<file path="src/rtl/mem_data_bus_if.sv">
// MEM-stage load/store unit: issues one Wishbone classic transfer per request,
// stalls the pipe until ack, returns the aligned/extended load result.
module mem_data_bus_if #(
  parameter int TIMEOUT = 16,
  parameter int CNT_W   = 5
) (
  input  logic        clk,
  input  logic        rst,
  input  logic        req_valid,
  input  logic        req_we,
  input  logic [1:0]  req_size,
  input  logic        req_unsigned,
  input  logic [31:0] req_addr,
  input  logic [31:0] req_wdata,
  input  logic        flush,
  input  logic        pipe_stall,
  output logic        stallreq,
  output logic [31:0] rdata,
  output logic        rdata_valid,
  output logic        addr_err,
  output logic        bus_err,
  output logic        wb_cyc_o,
  output logic        wb_stb_o,
  output logic        wb_we_o,
  output logic [31:0] wb_adr_o,
  output logic [3:0]  wb_sel_o,
  output logic [31:0] wb_dat_o,
  input  logic [31:0] wb_dat_i,
  input  logic        wb_ack_i
);

  typedef enum logic [1:0] {IDLE, BUS, HOLD} state_t;

  localparam logic [CNT_W-1:0] CNT_LAST = CNT_W'(TIMEOUT - 1);
  localparam logic [CNT_W-1:0] CNT_ONE  = CNT_W'(1);

  state_t           state, state_nxt;
  logic [CNT_W-1:0] cnt;
  logic [31:0]      rbuf;
  logic [1:0]       sz_q, off_q;
  logic             uns_q;
  logic             size_ok, misal, go, take_ack;
  logic [3:0]       sel_d;
  logic [31:0]      dat_d, ext_ack;

  // Big-endian lane select: address offset 0 is the most significant byte.
  function automatic logic [31:0] extend(input logic [31:0] d, input logic [1:0] sz,
                                         input logic [1:0] off, input logic uns);
    logic [7:0]  b;
    logic [15:0] h;
    logic [31:0] r;
    case (off)
      2'd0:    b = d[31:24];
      2'd1:    b = d[23:16];
      2'd2:    b = d[15:8];
      default: b = d[7:0];
    endcase
    h = off[1] ? d[15:0] : d[31:16];
    case (sz)
      2'b00:   r = uns ? {24'b0, b} : {{24{b[7]}}, b};
      2'b01:   r = uns ? {16'b0, h} : {{16{h[15]}}, h};
      default: r = d;
    endcase
    return r;
  endfunction

  assign size_ok  = (req_size != 2'b11);
  assign misal    = ((req_size == 2'b01) && req_addr[0]) ||
                    ((req_size == 2'b10) && (req_addr[1:0] != 2'b00));
  assign addr_err = req_valid && size_ok && misal;
  assign go       = req_valid && size_ok && !misal && !flush;
  assign ext_ack  = extend(wb_dat_i, sz_q, off_q, uns_q);
  assign wb_stb_o = wb_cyc_o;

  always_comb begin
    sel_d = 4'b1111;
    dat_d = req_wdata;
    case (req_size)
      2'b00: begin
        sel_d = 4'b1000 >> req_addr[1:0];
        dat_d = {4{req_wdata[7:0]}};
      end
      2'b01: begin
        sel_d = req_addr[1] ? 4'b0011 : 4'b1100;
        dat_d = {2{req_wdata[15:0]}};
      end
      default: ;
    endcase
  end

  always_comb begin
    state_nxt   = state;
    stallreq    = 1'b0;
    rdata       = 32'b0;
    rdata_valid = 1'b0;
    bus_err     = 1'b0;
    take_ack    = 1'b0;
    case (state)
      IDLE: begin
        stallreq = go;
        if (go) state_nxt = BUS;
      end
      BUS: begin
        if (flush) begin
          state_nxt = IDLE;
        end else if (wb_ack_i) begin
          take_ack    = 1'b1;
          rdata       = ext_ack;
          rdata_valid = !wb_we_o;
          state_nxt   = pipe_stall ? HOLD : IDLE;
        end else if (cnt == CNT_LAST) begin
          bus_err   = 1'b1;
          state_nxt = IDLE;
        end else begin
          stallreq = 1'b1;
        end
      end
      HOLD: begin
        rdata       = rbuf;
        rdata_valid = !wb_we_o;
        if (!pipe_stall || flush) state_nxt = IDLE;
      end
      default: state_nxt = IDLE;
    endcase
  end

  always_ff @(posedge clk or negedge rst) begin
    if (!rst) begin
      state    <= IDLE;
      cnt      <= '0;
      rbuf     <= 32'b0;
      sz_q     <= 2'b0;
      off_q    <= 2'b0;
      uns_q    <= 1'b0;
      wb_cyc_o <= 1'b0;
      wb_we_o  <= 1'b0;
      wb_adr_o <= 32'b0;
      wb_sel_o <= 4'b0;
      wb_dat_o <= 32'b0;
    end else begin
      state <= state_nxt;
      if (state == IDLE && go) begin
        wb_cyc_o <= 1'b1;
        wb_we_o  <= req_we;
        wb_adr_o <= {req_addr[31:2], 2'b00};
        wb_sel_o <= sel_d;
        wb_dat_o <= dat_d;
        sz_q     <= req_size;
        off_q    <= req_addr[1:0];
        uns_q    <= req_unsigned;
        cnt      <= '0;
      end
      if (state == BUS) begin
        cnt <= cnt + CNT_ONE;
        if (state_nxt != BUS) wb_cyc_o <= 1'b0;
      end
      if (take_ack) rbuf <= ext_ack;
    end
  end

endmodule

</file>
<file path="config.mk">
export PLATFORM = sky130hd
export DESIGN_NAME = mem_data_bus_if
export DESIGN_NICKNAME = d
export VERILOG_FILES = /design/src/rtl/mem_data_bus_if.sv
export SDC_FILE = /design/constraint.sdc
export NUM_CORES = 1
export LEC_CHECK = 0
export ABC_AREA = 1
export BUFFER_PORTS_ARGS = -buffer_cell sky130_fd_sc_hd__buf_2
export CAP_MARGIN = 20
export CORE_MARGIN = 4
export CORE_UTILIZATION = 37
export CTS_CLUSTER_SIZE = 24
export DETAILED_ROUTE_END_ITERATION = 12
export PLACE_DENSITY = 0.68
export SLEW_MARGIN = 20
export SYNTH_ARGS = -nofsm -noshare
export SYNTH_HDL_FRONTEND = slang
export SYNTH_SLANG_ARGS = --single-unit
export TNS_END_PERCENT = 1
</file>
<file path="constraint.sdc">
create_clock -name clk -period 5 [get_ports clk]
set_clock_uncertainty 0.05 [all_clocks]
set_input_delay 0.25 -clock clk [delete_from_list [all_inputs] [get_ports clk]]
set_output_delay 0.25 -clock clk [all_outputs]
set_load 0.1 [all_outputs]
</file>
==> reports/results.tsv, run 1 <==
stage	metric	value	unit
run_status	status	completed	
synth	share of the synthesized area in the top cell type	47.2	%
global_route	vias in the first global route	5182	
sta	final hold viol count	0	
place	PortBufs	210	
worst_setup_path	CP Class	reg -> out	
worst_setup_path	Crit. End Element	output pin	
min_path	hold path depth	3	
worst_setup_path	worst r2r path cells	9	
clock_tree	CTS Root Cell	clkbuf_16	
finish	Syn-to-layout area delta	23.7	%
synth	area leader, netlist	dfrtp_1	
synth	Avg Inst Size Synth	7.62	um2
min_path	Worst Hold Class	in -> reg	
finish	nets@finish	1072	
finish	share of cells above drive strength 1	29.6	%
sta	Rel. slew slack	25.8	%
sta	Max Fclk	284	MHz
drt	Vias	5485	
clock_tree	TritonCTS Buffers	9	
sta	final setup fails	0	
worst_setup_path	CP peak stage delay	1080	ps
global_route	largest net degree at the start of global routing	89	
drt	initial drt markers	402	
clock_tree	clock-pin slew on the worst setup and hold paths	80	ps
synth	Synth top cells by count	nand2_1 (318), dfrtp_1 (112), o21ai_0 (57)	
drt	DRT antenna net count	0	
clock_tree	CTS tree	done	
worst_setup_path	CP Cell Sequence	inv_2 -> nand2_2 -> nor2_1 -> nand2_1 -> nand2_2 -> nand2_4 -> nand3_4 -> nand2_1 -> a21oi_1 -> buf_2	
die	row count	46	
synth	ranking of synthesized cells by area	dfrtp_1 (47%), nand2_1 (20%), o21ai_0 (4.8%)	
synth	Seq/Total Area, Yosys	47.2	%
clock_tree	H-tree Lvls	3	
sta	RSZ-0062 raised after global routing	false	
global_route	total track usage	18.2	%
clock_tree	clock latency on the worst-skew pair	350	ps
synth	Synthesis Warnings	0	
sta	Final Cycle Share	70.4	%
synth	post-synthesis instance total	779	
die	initial core utilization	37.5	%
clock_tree	CTS sink cnt	112	
synth	fraction of registers with async set/reset	100	%
clock_tree	postcts setup bufs	0	
place	DP HPWL	12100	um
worst_setup_path	slowest CP cell	dfrtp_1	
global_route	antenna violations before repair	2	
drt	drt first pass iters	5	
flow_run	max cap viols	0	
synth	Primary FF master, synth	dfrtp_1	
global_route	gr ovfl total	0	
synth	Yosys cell types	35	
worst_setup_path	critical path required time	4700	ps
global_route	first-pass GRT wire length	26600	um
die	Die Y	135	um
synth	EDFF count, synth	0	
sta	Slew Limit Fails	0	
worst_setup_path	Max Fanout on Critical Path	27	
place	GPL Wtd Cong	0.870	
sta	crit path time final	3520	ps
die	Horiz. Die Dim	135	um
sta	measured slew at the worst slew-check pin	1110	ps
synth	FF+latch count, synth	112	
die	core area	0.0158	mm2
die	# IOs	213	
drt	final wirelength	16600	um
synth	count leader, synth	nand2_1	
sta	TNS Setup	0	ps
die	die footprint	0.0181	mm2
clock_tree	Max Buffers Root-to-Sink	2	
synth	Cell Area, Synth	0.00594	mm2
drt	DRC errors left	0	
worst_setup_path	Worst setup SP type	register	
drt	routed len/inst	14.1	um
worst_setup_path	Critical Path AT	3220	ps
drt	Vias/cell	4.64	
[registers in the layout (all words and copies together) (netlist names)]
name	count
off_q	2
wb_sel_o	4
wb_adr_o	30
wb_dat_o	32
uns_q	1
wb_cyc_o	1
rbuf	32
cnt	5
state	2
wb_we_o	1
sz_q	2
[cell type report]
type	instances	area [um2]
inverter	63	239
tap	216	270
clock inverter	7	88.8
clock buffer	9	225
antenna	1	2.50
timing repair buffer	215	1090
multi-input combinational	559	2630
sequential	112	2800
fill	1615	8480
[final timing paths]
| kind | from | end | slack [ps] |
|---|---|---|---|
| min in group asynchronous | rst | rbuf[20]$_DFFE_PN0P_ | 500 |
| worst max-delay path | sz_q[1]$_DFFE_PN0P_ | rdata[19] | 1480 |
| worst min-delay path | req_addr[7] | wb_adr_o[7]$_DFFE_PN0P_ | 30 |
| worst min register to register | rbuf[20]$_DFFE_PN0P_ | rbuf[20]$_DFFE_PN0P_ | 430 |
| max in group asynchronous | rst | rbuf[14]$_DFFE_PN0P_ | 3210 |
| worst max register to register | sz_q[1]$_DFFE_PN0P_ | rbuf[19]$_DFFE_PN0P_ | 2290 |
[critical path: cells and delay by family, from the launching register on]
kind / cells / cell delay, ps
and+or+nand+nor: 7 / 990
AOI/OAI and AO/OA: 1 / 70
DFF: 1 / 1080
buffers and inverters: 2 / 690
[cell usage in the layout (no fill, tap or decap), types with 3 or more instances in the layout]
cell,count
nor2_2,3
o21ai_1,12
o21ai_0,57
a21o_1,6
o22ai_1,8
buf_4,5
nand3_1,17
nor2_1,19
nand4_1,3
inv_2,6
nand2_2,15
inv_1,55
a21oi_1,56
buf_2,209
clkbuf_16,9
ha_1,6
nand2_1,318
dfrtp_1,112
a21oi_2,24
[kinds of logic after synthesis]
logic type	share of synthesized area, %
compound gates	16.1
xor+xnor	0.148
fa+ha+maj	1.26
buf+inv	8.77
flops	47.2
other cells	0.0632
simple gates	26.5
[through the flow]
step	setup WS [ps]	cells	util (%)	area (um2)	hold WS, ps
2_1_floorplan	1660	780	-	5940	-95.6
3_3_place_gp	1970	1164	44.4	7020	349
3_5_place_dp	1840	1164	44.4	7020	359
4_1_cts	1440	1181	46.4	7350	9.38
5_1_grt	1250	1182	46.4	7350	22.7
6_report	1480	1182	46.4	7350	25.8
[timing repair]
item | in CTS | in global routing
resized for setup | 0 | 0
hold endpoints to repair | 62 | 0
hold buffers | 1 | 0
[layer usage]
metal / GRT usage, % / vias up / part of all wire, %
met5: 0 / - / 0.054
met4: 6.67 / 2 / 2.0
met3: 4.69 / 22 / 8.5
met2: 27.5 / 196 / 44
met1: 25.2 / 2446 / 46
li1: - / 2819 / -
Power of run 1 is left out: the tool's default activity adds up to more than one toggle a clock period on the data nets, which glitch-free logic cannot reach.
==> run 2, diff against run 1 <==
clock period = 3.3 ns   (was 5 ns; I/O delays follow)
==> reports/results.tsv, run 2 (synthesis gave the netlist of run 1 again) <==
stage	metric	value	unit	change
run_status	status	completed		unchanged
clock_tree	H-tree Lvls	3		unchanged
global_route	total track usage	19.9	%	was 18.2%
drt	DRT antenna net count	0		unchanged
finish	nets@finish	1119		was 1072
drt	routed len/inst	14.4	um	was 14.1 um
sta	measured slew at the worst slew-check pin	869	ps	was 1110 ps
worst_setup_path	crit path launch	state[1]$_DFF_PN0_		was sz_q[1]$_DFFE_PN0P_
global_route	vias in the first global route	5579		was 5182
worst_setup_path	RR Endpoint	rbuf[15]$_DFFE_PN0P_		was rbuf[19]$_DFFE_PN0P_
finish	leading cell types in the layout, fill and taps excluded	nand2_1 (318), buf_2 (207), dfrtp_1 (112)		was nand2_1 (318), buf_2 (209), dfrtp_1 (112)
min_path	hold path depth	3		unchanged
clock_tree	clock-pin slew on the worst setup and hold paths	70	ps	was 80 ps
worst_setup_path	CP Class	reg -> out		unchanged
sta	final setup fails	0		unchanged
place	GPL Wtd Cong	0.847		was 0.870
finish	largest registers	rbuf x32, wb_dat_o x32, wb_adr_o x30		unchanged
place	PortBufs	210		unchanged
worst_setup_path	worst r2r path cells	10		was 9
drt	DRC errors left	0		unchanged
min_path	Worst Hold Class	in -> reg		unchanged
sta	Rel. slew slack	42.1	%	was 25.8%
global_route	largest net degree at the start of global routing	73		was 89
clock_tree	CTS tree	done		unchanged
clock_tree	CTS sink cnt	112		unchanged
die	row count	46		unchanged
worst_setup_path	setup slack, reg-to-reg	1060	ps	was 2290 ps
drt	Vias	5755		was 5485
finish	Syn-to-layout area delta	31.5	%	was 23.7%
worst_setup_path	Max Fanout on Critical Path	39		was 27
clock_tree	postcts setup bufs	0		unchanged
die	# IOs	213		unchanged
drt	drt first pass iters	5		unchanged
finish	share of cells above drive strength 1	29.0	%	was 29.6%
clock_tree	TritonCTS Buffers	9		unchanged
global_route	first-pass GRT wire length	29000	um	was 26600 um
place	DP HPWL	12500	um	was 12100 um
min_path	worst hold path endpoint	wb_sel_o[0]$_DFFE_PN0P_		was wb_adr_o[7]$_DFFE_PN0P_
global_route	antenna violations before repair	1		was 2
flow_run	max cap viols	0		unchanged
sta	Max Fclk	334	MHz	
clock_tree	CTS Root Cell	clkbuf_16		unchanged
finish	Fillers	1542		was 1615
die	Horiz. Die Dim	135	um	unchanged
worst_setup_path	Critical Path AT	2780	ps	was 3220 ps
global_route	gr ovfl total	0		unchanged
drt	final wirelength	17800	um	was 16600 um
sta	Slew Limit Fails	0		unchanged
sta	Final Cycle Share	90.6	%	
sta	crit path time final	2990	ps	
die	core area	0.0158	mm2	unchanged
die	die footprint	0.0181	mm2	unchanged
sta	RSZ-0062 raised after global routing	false		unchanged
clock_tree	clock latency on the worst-skew pair	360	ps	was 350 ps
drt	Vias/cell	4.68		was 4.64
min_path	Hold Startpoint	req_addr[0]		was req_addr[7]
sta	TNS Setup	0	ps	unchanged
worst_setup_path	Crit. End Element	output pin		unchanged
worst_setup_path	critical path required time	3080	ps	was 4700 ps
worst_setup_path	r2r startpoint	state[1]$_DFF_PN0_		was sz_q[1]$_DFFE_PN0P_
worst_setup_path	Worst setup SP type	register		unchanged
die	Die Y	135	um	unchanged
sta	final hold viol count	0		unchanged
die	initial core utilization	37.5	%	unchanged
drt	initial drt markers	312		was 402
clock_tree	Max Buffers Root-to-Sink	2		unchanged
finish	most common cell after layout, fill and taps aside	nand2_1		unchanged
==> run 2: cell count changes in the layout (fill, tap and decap cells not counted), moves of 2 or more <==
cell,change
buf_2,-2
dlygate4sd3_1,+40
buf_4,+7
clkbuf_4,+2
==> run 2: cell type report <==
type | count | area [um2] | share of cell area, %
Inverter | 63 | 239 | 3.06
Antenna cell | 2 | 5.00 | 0.0641
Sequential cell | 112 | 2800 | 35.9
Tap cell | 216 | 270 | 3.46
Timing Repair Buffer | 262 | 1550 | 19.9
Multi-Input combinational cell | 559 | 2630 | 33.6
Clock inverter | 6 | 75.1 | 0.961
Clock buffer | 10 | 239 | 3.06
==> run 2: timing repair <==
action	4_1_cts	5_1_grt
setup endpoints to repair	0	2
hold buffers	40	1
resized for setup	0	2
hold endpoints to repair	103	1
==> run 2: worst max-delay path, cell delays in order, from the launching register on <==
cell and delay [ps]:
dfrtp_1 460, inv_1 110, ha_1 280, inv_2 110, nor2_2 120, inv_2 80
nor2_8 80, inv_2 270, a21oi_2 230, nand2_2 80, a21oi_2 130, buf_2 440
==> run 2: metrics by stage <==
step	area, um2	setup WS [ps]	utilization [%]	std cells	hold slack, ps
floorplan	5940	41.8	-	780	-181
global placement	7070	713	44.7	1171	292
detailed placement	7070	606	44.7	1171	307
CTS	7790	216	49.2	1227	0.00669
global route	7810	68.1	49.3	1229	36.2
finish	7810	309	49.3	1230	25.0
==> run 2: worst max path at each step <==
stage                end  slack (ps)
6_report       rdata[30]         310
3_3_place_gp    rdata[7]         710
2_1_floorplan    bus_err          40
4_1_cts         rdata[7]         220
3_5_place_dp    rdata[7]         610
5_1_grt        rdata[20]          70
==> run 2: metal layers <==
layer	global-route usage [%]	vias up	share of wire, %
li1	-	2922	-
met5	0	-	0
met1	27.4	2634	45
met4	5.43	0	1.1
met3	5.03	9	8.1
met2	31.4	190	46
Power of run 2 is left out for the same reason.
==> run 3, diff against run 2 <==
PLACE_DENSITY = not set   (was 0.68)
PLACE_DENSITY_LB_ADDON = 0.12   (was not set)
clock period = 3.44 ns   (was 3.3 ns; I/O delays follow)
==> reports/results.tsv, run 3 (synthesis gave the netlist of run 1 again) <==
stage	metric	value	unit	change
die	# IOs	213		unchanged
worst_setup_path	RR Endpoint	wb_dat_o[18]$_DFFE_PN0P_		was rbuf[15]$_DFFE_PN0P_
finish	share of cells above drive strength 1	28.7	%	was 29.0%
clock_tree	CTS sink cnt	112		unchanged
sta	final setup fails	0		unchanged
global_route	largest net degree at the start of global routing	74		was 73
min_path	hold path depth	3		unchanged
drt	final wirelength	17800	um	about the same
worst_setup_path	critical path required time	3220	ps	was 3080 ps
die	initial core utilization	37.5	%	unchanged
run_status	status	completed		unchanged
sta	Final Cycle Share	88.5	%	
worst_setup_path	setup slack, reg-to-reg	1300	ps	was 1060 ps
clock_tree	clock-pin slew on the worst setup and hold paths	80	ps	was 70 ps
finish	nets@finish	1116		was 1119
min_path	Hold Startpoint	req_addr[0]		unchanged
global_route	antenna violations before repair	0		was 1
sta	Max Fclk	329	MHz	
worst_setup_path	Max Fanout on Critical Path	38		was 39
die	Die Y	135	um	unchanged
die	die footprint	0.0181	mm2	unchanged
worst_setup_path	worst r2r path cells	7		was 10
min_path	worst hold path endpoint	wb_sel_o[0]$_DFFE_PN0P_		unchanged
place	GPL Wtd Cong	0.886		was 0.847
die	core area	0.0158	mm2	unchanged
drt	Vias/cell	4.63		was 4.68
worst_setup_path	r2r startpoint	state[1]$_DFF_PN0_		unchanged
sta	Rel. slew slack	43.3	%	was 42.1%
global_route	total track usage	19.6	%	was 19.9%
die	row count	46		unchanged
place	DP HPWL	12400	um	was 12500 um
sta	crit path time final	3040	ps	
sta	RSZ-0062 raised after global routing	false		unchanged
worst_setup_path	CP Class	reg -> out		unchanged
drt	initial drt markers	315		was 312
drt	Vias	5668		was 5755
finish	largest registers	rbuf x32, wb_dat_o x32, wb_adr_o x30		unchanged
sta	measured slew at the worst slew-check pin	850	ps	was 869 ps
flow_run	max cap viols	0		unchanged
global_route	gr ovfl total	0		unchanged
drt	DRT antenna net count	0		unchanged
worst_setup_path	Worst setup SP type	register		unchanged
min_path	Worst Hold Class	in -> reg		unchanged
clock_tree	CTS tree	done		unchanged
sta	final hold viol count	0		unchanged
clock_tree	TritonCTS Buffers	9		unchanged
clock_tree	clock latency on the worst-skew pair	350	ps	was 360 ps
finish	# diodes	0		was 2
drt	DRC errors left	0		unchanged
sta	Slew Limit Fails	0		unchanged
clock_tree	CTS Root Cell	clkbuf_16		unchanged
worst_setup_path	Crit. End Element	output pin		unchanged
finish	Syn-to-layout area delta	31.9	%	was 31.5%
clock_tree	H-tree Lvls	3		unchanged
drt	routed len/inst	14.6	um	was 14.4 um
drt	drt first pass iters	4		was 5
clock_tree	Max Buffers Root-to-Sink	2		unchanged
die	Horiz. Die Dim	135	um	unchanged
place	PortBufs	210		unchanged
global_route	vias in the first global route	5589		was 5579
worst_setup_path	Critical Path AT	2820	ps	was 2780 ps
finish	most common cell after layout, fill and taps aside	nand2_1		unchanged
finish	leading cell types in the layout, fill and taps excluded	nand2_1 (318), buf_2 (207), dfrtp_1 (112)		unchanged
global_route	first-pass GRT wire length	28600	um	was 29000 um
clock_tree	postcts setup bufs	0		unchanged
sta	TNS Setup	0	ps	unchanged
[run 3: cell types whose count changed in the layout (fill, tap and decap cells not counted), sizes merged]
cell	before	now
buf	219	216
bufinv	1	2
clkbuf	12	11
clkinv	3	4
clkinvlp	1	0
diode	2	0
[run 3: critical path: stages, from the launching register on]
cell and delay [ps]:
dfrtp_1 450, inv_1 100, ha_1 290, inv_2 110, nor2_2 120, inv_2 80, nor2_8 230, inv_4 230
a21oi_2 160, nand2_1 80, a21oi_1 150, buf_2 460
[run 3: worst max path at each step]
stage                endpoint                from  depth (start not counted)
CTS                  rdata[7]  state[1]$_DFF_PN0_                         11
detailed placement   rdata[7]  state[1]$_DFF_PN0_                         11
floorplan             bus_err  state[1]$_DFF_PN0_                          6
finish              rdata[17]  state[1]$_DFF_PN0_                         11
global placement     rdata[7]  state[1]$_DFF_PN0_                         11
global route         rdata[7]  state[1]$_DFF_PN0_                         11
[run 3: metrics by stage]
| stage | hold WS (ps) | util (%) | std cells | setup WS, ps | cell area [um2] |
|---|---|---|---|---|---|
| final | 39.7 | 49.5 | 1225 | 397 | 7830 |
| after global routing | 59.6 | 49.5 | 1225 | 121 | 7830 |
| after CTS | 28.3 | 49.4 | 1225 | 167 | 7830 |
| after detailed placement | 288 | 44.7 | 1168 | 568 | 7080 |
| after global placement | 281 | 44.7 | 1168 | 621 | 7080 |
| after floorplan | -174 | - | 780 | 175 | 5940 |
[run 3: cell type report]
| type | instances | area, um2 |
|---|---|---|
| fill | 1580 | 7990 |
| sequential | 112 | 2800 |
| multi-input combinational | 559 | 2630 |
| timing repair buffer | 259 | 1550 |
| tap | 216 | 270 |
| inverter | 63 | 241 |
| clock buffer | 9 | 225 |
| clock inverter | 7 | 114 |
[run 3: metal layers]
layer / global-route usage (%) / share of wire, % / vias up
li1: - / - / 2912
met1: 26.5 / 45 / 2569
met2: 30.8 / 46 / 171
met3: 5.81 / 7.8 / 16
met4: 5.15 / 1.5 / 0
met5: 0 / 0 / -
[run 3: what timing repair did]
action,4_1_cts,5_1_grt
hold buffers,41,0
resized for setup,0,4
endpoints found under the setup margin,0,9
endpoints found under the hold margin,101,0
Power of run 3 is left out for the same reason.
